==> src/rtl/muldiv_unit.sv <==
// Iterative multiply/divide unit with architectural HI/LO registers.
// Magnitudes are iterated STEP bits per cycle; signs are applied on the FIX edge.
module muldiv_unit #(
  parameter int unsigned WIDTH = 32,
  parameter int unsigned STEP  = 1
) (
  input  logic             clk,
  input  logic             reset,
  input  logic             flush,
  input  logic             Start_ID,
  input  logic [2:0]       Op_ID,
  input  logic [WIDTH-1:0] SrcA_ID,
  input  logic [WIDTH-1:0] SrcB_ID,
  output logic             Busy_EX,
  output logic             Done_EX,
  output logic [WIDTH-1:0] Hi_EX,
  output logic [WIDTH-1:0] Lo_EX
);
  localparam int unsigned ITERS = WIDTH / STEP;
  localparam int unsigned CW    = $clog2(ITERS + 1);
  localparam int unsigned AW    = 2 * WIDTH;

  localparam logic [2:0] OP_MULT  = 3'b000;
  localparam logic [2:0] OP_MULTU = 3'b001;
  localparam logic [2:0] OP_DIV   = 3'b010;
  localparam logic [2:0] OP_DIVU  = 3'b011;
  localparam logic [2:0] OP_MTHI  = 3'b100;
  localparam logic [2:0] OP_MTLO  = 3'b101;

  typedef enum logic [1:0] {IDLE, RUN, FIX} state_e;

  state_e           state_q, state_d;
  logic [CW-1:0]    cnt_q, cnt_d;
  logic [AW-1:0]    acc_q, acc_d;
  logic [WIDTH-1:0] opd_q, opd_d;
  logic             is_div_q, is_div_d;
  logic             div0_q, div0_d;
  logic             q_neg_q, q_neg_d;
  logic             r_neg_q, r_neg_d;
  logic [WIDTH-1:0] hi_q, hi_d;
  logic [WIDTH-1:0] lo_q, lo_d;
  logic             busy_q, busy_d;
  logic             done_q, done_d;

  // Operand magnitudes and signs; only MULT/DIV treat operands as signed
  logic             op_signed, a_neg, b_neg;
  logic [WIDTH-1:0] abs_a, abs_b;
  always_comb begin
    op_signed = ~Op_ID[0];
    a_neg     = op_signed & SrcA_ID[WIDTH-1];
    b_neg     = op_signed & SrcB_ID[WIDTH-1];
    abs_a     = a_neg ? (-SrcA_ID) : SrcA_ID;
    abs_b     = b_neg ? (-SrcB_ID) : SrcB_ID;
  end

  // One RUN cycle: acc = {upper, lower}; lower holds multiplier or quotient bits
  logic [WIDTH:0]   upr;
  logic [WIDTH-1:0] lwr;
  logic [AW-1:0]    step_acc;
  always_comb begin
    upr = {1'b0, acc_q[AW-1:WIDTH]};
    lwr = acc_q[WIDTH-1:0];
    for (int unsigned i = 0; i < STEP; i++) begin
      if (is_div_q) begin
        upr = {upr[WIDTH-1:0], lwr[WIDTH-1]};
        lwr = {lwr[WIDTH-2:0], 1'b0};
        if (upr >= {1'b0, opd_q}) begin
          upr    = upr - {1'b0, opd_q};
          lwr[0] = 1'b1;
        end
      end else begin
        if (lwr[0]) upr = upr + {1'b0, opd_q};
        lwr = {upr[0], lwr[WIDTH-1:1]};
        upr = {1'b0, upr[WIDTH:1]};
      end
    end
    step_acc = {upr[WIDTH-1:0], lwr};
  end

  // Sign correction; a zero divisor leaves the dividend as remainder
  logic [AW-1:0]    prod;
  logic [WIDTH-1:0] fix_hi, fix_lo;
  always_comb begin
    prod   = q_neg_q ? (-acc_q) : acc_q;
    fix_hi = prod[AW-1:WIDTH];
    fix_lo = prod[WIDTH-1:0];
    if (is_div_q) begin
      fix_lo = div0_q ? '1 : (q_neg_q ? (-acc_q[WIDTH-1:0]) : acc_q[WIDTH-1:0]);
      fix_hi = r_neg_q ? (-acc_q[AW-1:WIDTH]) : acc_q[AW-1:WIDTH];
    end
  end

  always_comb begin
    state_d  = state_q;
    cnt_d    = cnt_q;
    acc_d    = acc_q;
    opd_d    = opd_q;
    is_div_d = is_div_q;
    div0_d   = div0_q;
    q_neg_d  = q_neg_q;
    r_neg_d  = r_neg_q;
    hi_d     = hi_q;
    lo_d     = lo_q;
    done_d   = 1'b0;
    unique case (state_q)
      IDLE: begin
        if (Start_ID && !flush) begin
          unique case (Op_ID)
            OP_MULT, OP_MULTU, OP_DIV, OP_DIVU: begin
              is_div_d = Op_ID[1];
              q_neg_d  = a_neg ^ b_neg;
              cnt_d    = CW'(ITERS);
              state_d  = RUN;
              if (Op_ID[1]) begin
                opd_d   = abs_b;
                acc_d   = {{WIDTH{1'b0}}, abs_a};
                div0_d  = (SrcB_ID == '0);
                r_neg_d = a_neg;
              end else begin
                opd_d   = abs_a;
                acc_d   = {{WIDTH{1'b0}}, abs_b};
                div0_d  = 1'b0;
                r_neg_d = 1'b0;
              end
            end
            OP_MTHI: hi_d = SrcA_ID;
            OP_MTLO: lo_d = SrcA_ID;
            default: ;
          endcase
        end
      end
      RUN: begin
        if (flush) begin
          state_d = IDLE;
        end else begin
          acc_d = step_acc;
          cnt_d = cnt_q - CW'(1);
          if (cnt_q == CW'(1)) state_d = FIX;
        end
      end
      FIX: begin
        state_d = IDLE;
        if (!flush) begin
          hi_d   = fix_hi;
          lo_d   = fix_lo;
          done_d = 1'b1;
        end
      end
      default: state_d = IDLE;
    endcase
    busy_d = (state_d != IDLE);
  end

  always_ff @(posedge clk or posedge reset) begin
    if (reset) begin
      state_q  <= IDLE;
      cnt_q    <= '0;
      acc_q    <= '0;
      opd_q    <= '0;
      is_div_q <= 1'b0;
      div0_q   <= 1'b0;
      q_neg_q  <= 1'b0;
      r_neg_q  <= 1'b0;
      hi_q     <= '0;
      lo_q     <= '0;
      busy_q   <= 1'b0;
      done_q   <= 1'b0;
    end else begin
      state_q  <= state_d;
      cnt_q    <= cnt_d;
      acc_q    <= acc_d;
      opd_q    <= opd_d;
      is_div_q <= is_div_d;
      div0_q   <= div0_d;
      q_neg_q  <= q_neg_d;
      r_neg_q  <= r_neg_d;
      hi_q     <= hi_d;
      lo_q     <= lo_d;
      busy_q   <= busy_d;
      done_q   <= done_d;
    end
  end

  assign Busy_EX = busy_q;
  assign Done_EX = done_q;
  assign Hi_EX   = hi_q;
  assign Lo_EX   = lo_q;

endmodule
==> config.mk <==
export PLATFORM = sky130hd
export DESIGN_NAME = muldiv_unit
export DESIGN_NICKNAME = d
export VERILOG_FILES = /design/src/rtl/muldiv_unit.sv
export SDC_FILE = /design/constraint.sdc
export NUM_CORES = 1
export LEC_CHECK = 0
export ABC_AREA = 0
export BUFFER_PORTS_ARGS = -buffer_cell sky130_fd_sc_hd__buf_2
export CAP_MARGIN = 20
export CORE_ASPECT_RATIO = 0.5
export CORE_UTILIZATION = 55
export DETAILED_ROUTE_END_ITERATION = 7
export PLACE_DENSITY = 0.77
export SKIP_CTS_REPAIR_TIMING = 1
export SLEW_MARGIN = 15
export SYNTH_ARGS = -nofsm -noshare
export SYNTH_HDL_FRONTEND = slang
export SYNTH_SLANG_ARGS = --single-unit
==> constraint.sdc <==
create_clock -name clk -period 13.6 [get_ports clk]
set_clock_uncertainty 0.2 [all_clocks]
set_input_delay 3.4 -clock clk [delete_from_list [all_inputs] [get_ports clk]]
set_output_delay 3.4 -clock clk [all_outputs]
set_load 0.02 [all_outputs]
==> flow_summary_export.csv <==
group,metric,value,unit
placed_design,placed_cell_area,16240,um2
sta,fin_crit,5.960,ns
power_and_ir_drop,peakVddDrop,0.0001057,V
route,drc,0,
clocking,cts_tree,"built",
sta,worst_slew_pin_slew,0.9706,ns
clocking,cts_buffer_depth,2,
power_and_ir_drop,p_leak,7.422,nW
floorplan,die_h,120.1,um
layout,fillers,2458,
yosys,syn_avg_cell_area,7.751,um2
layout,nets,2175,
setup_path,cp.required,13.75,ns
setup_path,crit_chain,"buf_2, nor2b_1, o21ai_4, buf_4, inv_1, buf_4, nand2_1, nor2_1, a32oi_1, o21ai_0, a31o_2",
floorplan,initial_utilization,56.98,%
yosys,synth_area,15330,um2
setup_path,crit_path_start_kind,"input port",
job,drv_cap,0,
sta,finalHoldViolations,0,
floorplan,core_area,26910,um2
layout,drive_gt1_share,12.08,%
grt,grt-ovfl-total,0,
clocking,clk_pin_slew,0.07,ns
clocking,cts_htree_levels,4,
setup_path,path_class,"in2reg",
floorplan,io_pins,137,
yosys,ys_ff_latch,174,
sta,tns,0,ns
layout,final_common_cell,"nand2_1",
route,wl,56140,um
setup_path,crit_path_start,"Start_ID",
sta,fmax,167.8,MHz
sta,post-route-period-util,43.83,%
setup_path,r2r_slack,8.93,ns
grt,grt_max_degree,74,
run_status,status,"finished, final reports clean",
floorplan,rows,42,
setup_path,cp.depth,11,
yosys,synth-seq-area-share,28.40,%
route,routedWlPerCell,23.20,um
setup_path,critical_path.max_stage_delay,0.67,ns
setup_path,r2r_end,"acc_q[0]",
yosys,syn_nets,2121,
yosys,syn_inst,1978,
route,first_pass_iters,6,
hold_path,whs_endpoint,"Lo_EX[29]",
hold_path,hp-class,"reg2reg",
sta,maxSlewViolCount,0,
placed_design,place_congestion,1.046,
setup_path,reg2reg_from,"acc_q[51]",
grt,grt_pass1_wl,85380,um
setup_path,crit_top_cell,"buf_4",
placed_design,port_buffers,136,
setup_path,worst-r2r-cell-count,11,
yosys,synth_edf_count,0,
hold_path,hold_start,"Lo_EX[29]",
setup_path,cp_max_fo,73,
setup_path,path_buf_inv,4,
sta,rsz0062_at_grt,"false",
power_and_ir_drop,power_density,181.7,nW/um2
clocking,numCtsBuffers,17,
clocking,insertion_delay,0.46,ns
floorplan,die_x,238.1,um
hold_path,hold_depth,2,
setup_path,arrival,6.11,ns
yosys,yosysWarnings,0,
grt,grt_usage,39.46,%
layout,final_cell_mix,"nand2_1, o21ai_0, a21oi_1",
floorplan,fp.dieArea,28590,um2
placed_design,dpl.hpwl,42410,um
route,ant_nets,0,
route,vias,15834,
sta,slew-limit-headroom,35.07,%
setup_path,cpMaxStageDelayCell,"buf_4",
yosys,synth.distinct_cells,82,
grt,grt_pass1_vias,14317,
setup_path,end_kind,"register",
route,drt-initial-drc-count,2371,
clocking,cts-root-buf,"clkbuf_16",
yosys,synthArstFlopShare,100.0,%
layout,area_delta_synth_final,9.745,%
route,routed_via_density,6.543,
clocking,cts.sinks,174,
sta,setup-violations-final,0,
setup_path,cpLargestDelayFamily,"buffers and inverters",
yosys,synthFlopType,"dfrtp_1",
layout,design_area,16820,um2
grt,antenna_found_initial,2,
==> layout make-up <==
class | count | area, um2 | area share, %
timing repair buffer | 168 | 920.9 | 5.473
clock inverter | 14 | 151.4 | 0.8998
sequential | 174 | 4358 | 25.90
tap | 374 | 467.9 | 2.781
inverter | 73 | 279.0 | 1.658
multi-input combinational | 1598 | 10220 | 60.72
clock buffer | 18 | 429.2 | 2.551
antenna | 1 | 2.502 | 0.01487
==> per-stage QoR <==
stage          utilization [%]  total power, mW  hold WS [ns]  worst slack, ns  cells
2_1_floorplan                -            2.016        0.2720            5.283   1978
3_3_place_gp             60.34            2.478        0.2572            7.335   2386
6_report                 62.53            3.057        0.2726            7.640   2420
3_5_place_dp             60.37            2.493        0.2622            7.264   2387
5_1_grt                  62.52            3.234        0.2848            7.526   2419
4_1_cts                  62.52            2.997        0.2774            7.732   2419
==> logic make-up (layout without fill, tap and decap cells) <==
logic type	after synthesis	count (layout)	share of synthesized area, %
AOI/OAI and AO/OA	687	687	28.04
xor gates and xnor gates	171	171	9.769
adders and majority gates	72	72	5.974
buffers and inverters	206	273	5.272
DFF	174	174	28.40
muxes	62	62	4.121
other	0	1	0
and+or+nand+nor	606	606	18.42
==> how the worst max path moves through the flow <==
stage,slack [ns],to
2_1_floorplan,5.28,Busy_EX
3_3_place_gp,7.34,acc_q[41]
3_5_place_dp,7.26,acc_q[41]
4_1_cts,7.73,acc_q[41]
5_1_grt,7.53,opd_q[29]
6_report,7.64,acc_q[41]
==> worst reg2reg max path, delay by kind of cell, from the launching register on <==
family	cells	cell delay, ns
compound gates	8	2.50
flops	1	0.70
buf+inv	1	0.43
fa+ha+maj	1	0.42
simple gates	1	0.30
==> Yosys cell counts, types with 8 or more instances <==
cell / n / area [um2]
nand2_1: 219 / 822.0
o21ai_0: 197 / 986.0
a21oi_1: 195 / 975.9
nor2_1: 184 / 690.7
dfrtp_1: 174 / 4354
clkbuf_1: 110 / 412.9
xnor2_1: 104 / 910.9
inv_1: 73 / 274.0
ha_1: 70 / 875.8
xor2_1: 67 / 586.8
mux2i_1: 53 / 530.5
a211oi_1: 40 / 300.3
nor3_1: 35 / 175.2
nand3_1: 29 / 145.1
o22ai_1: 29 / 181.4
o31ai_1: 25 / 187.7
a21o_1: 24 / 180.2
o211ai_1: 24 / 180.2
a31oi_1: 22 / 137.6
nor2b_1: 19 / 118.9
nand2b_1: 18 / 112.6
nor4_1: 18 / 112.6
and3_1: 14 / 87.58
or3_1: 14 / 87.58
o21a_1: 13 / 97.59
buf_1: 12 / 45.04
o21bai_1: 11 / 82.58
a221oi_1: 10 / 87.58
a22o_1: 10 / 87.58
mux2_2: 9 / 101.4
nand4_1: 9 / 56.30
o41ai_1: 9 / 78.83
o22a_1: 8 / 70.07
==> power by group <==
part,internal [mW],switching [mW]
combinational,0.651,1.03
clock,0.260,0.244
sequential,0.644,0.225
total,1.55,1.50
==> state kept, by name (all words and copies together), names as in the netlist <==
register  flops
q_neg_q       1
Done_EX       1
cnt_q         6
div0_q        1
Lo_EX        32
acc_q        64
r_neg_q       1
opd_q        32
is_div_q      1
Hi_EX        32
state_q       2
Busy_EX       1
==> layer usage <==
metal,up-vias,part of all wire [%],global-route usage [%]
met3,116,15,12.77
met4,0,2.6,11.50
met1,7413,43,58.77
met5,-,0,0
met2,1056,39,53.38
li1,7249,-,-
No activity file was read; power rests on OpenSTA's default activity.
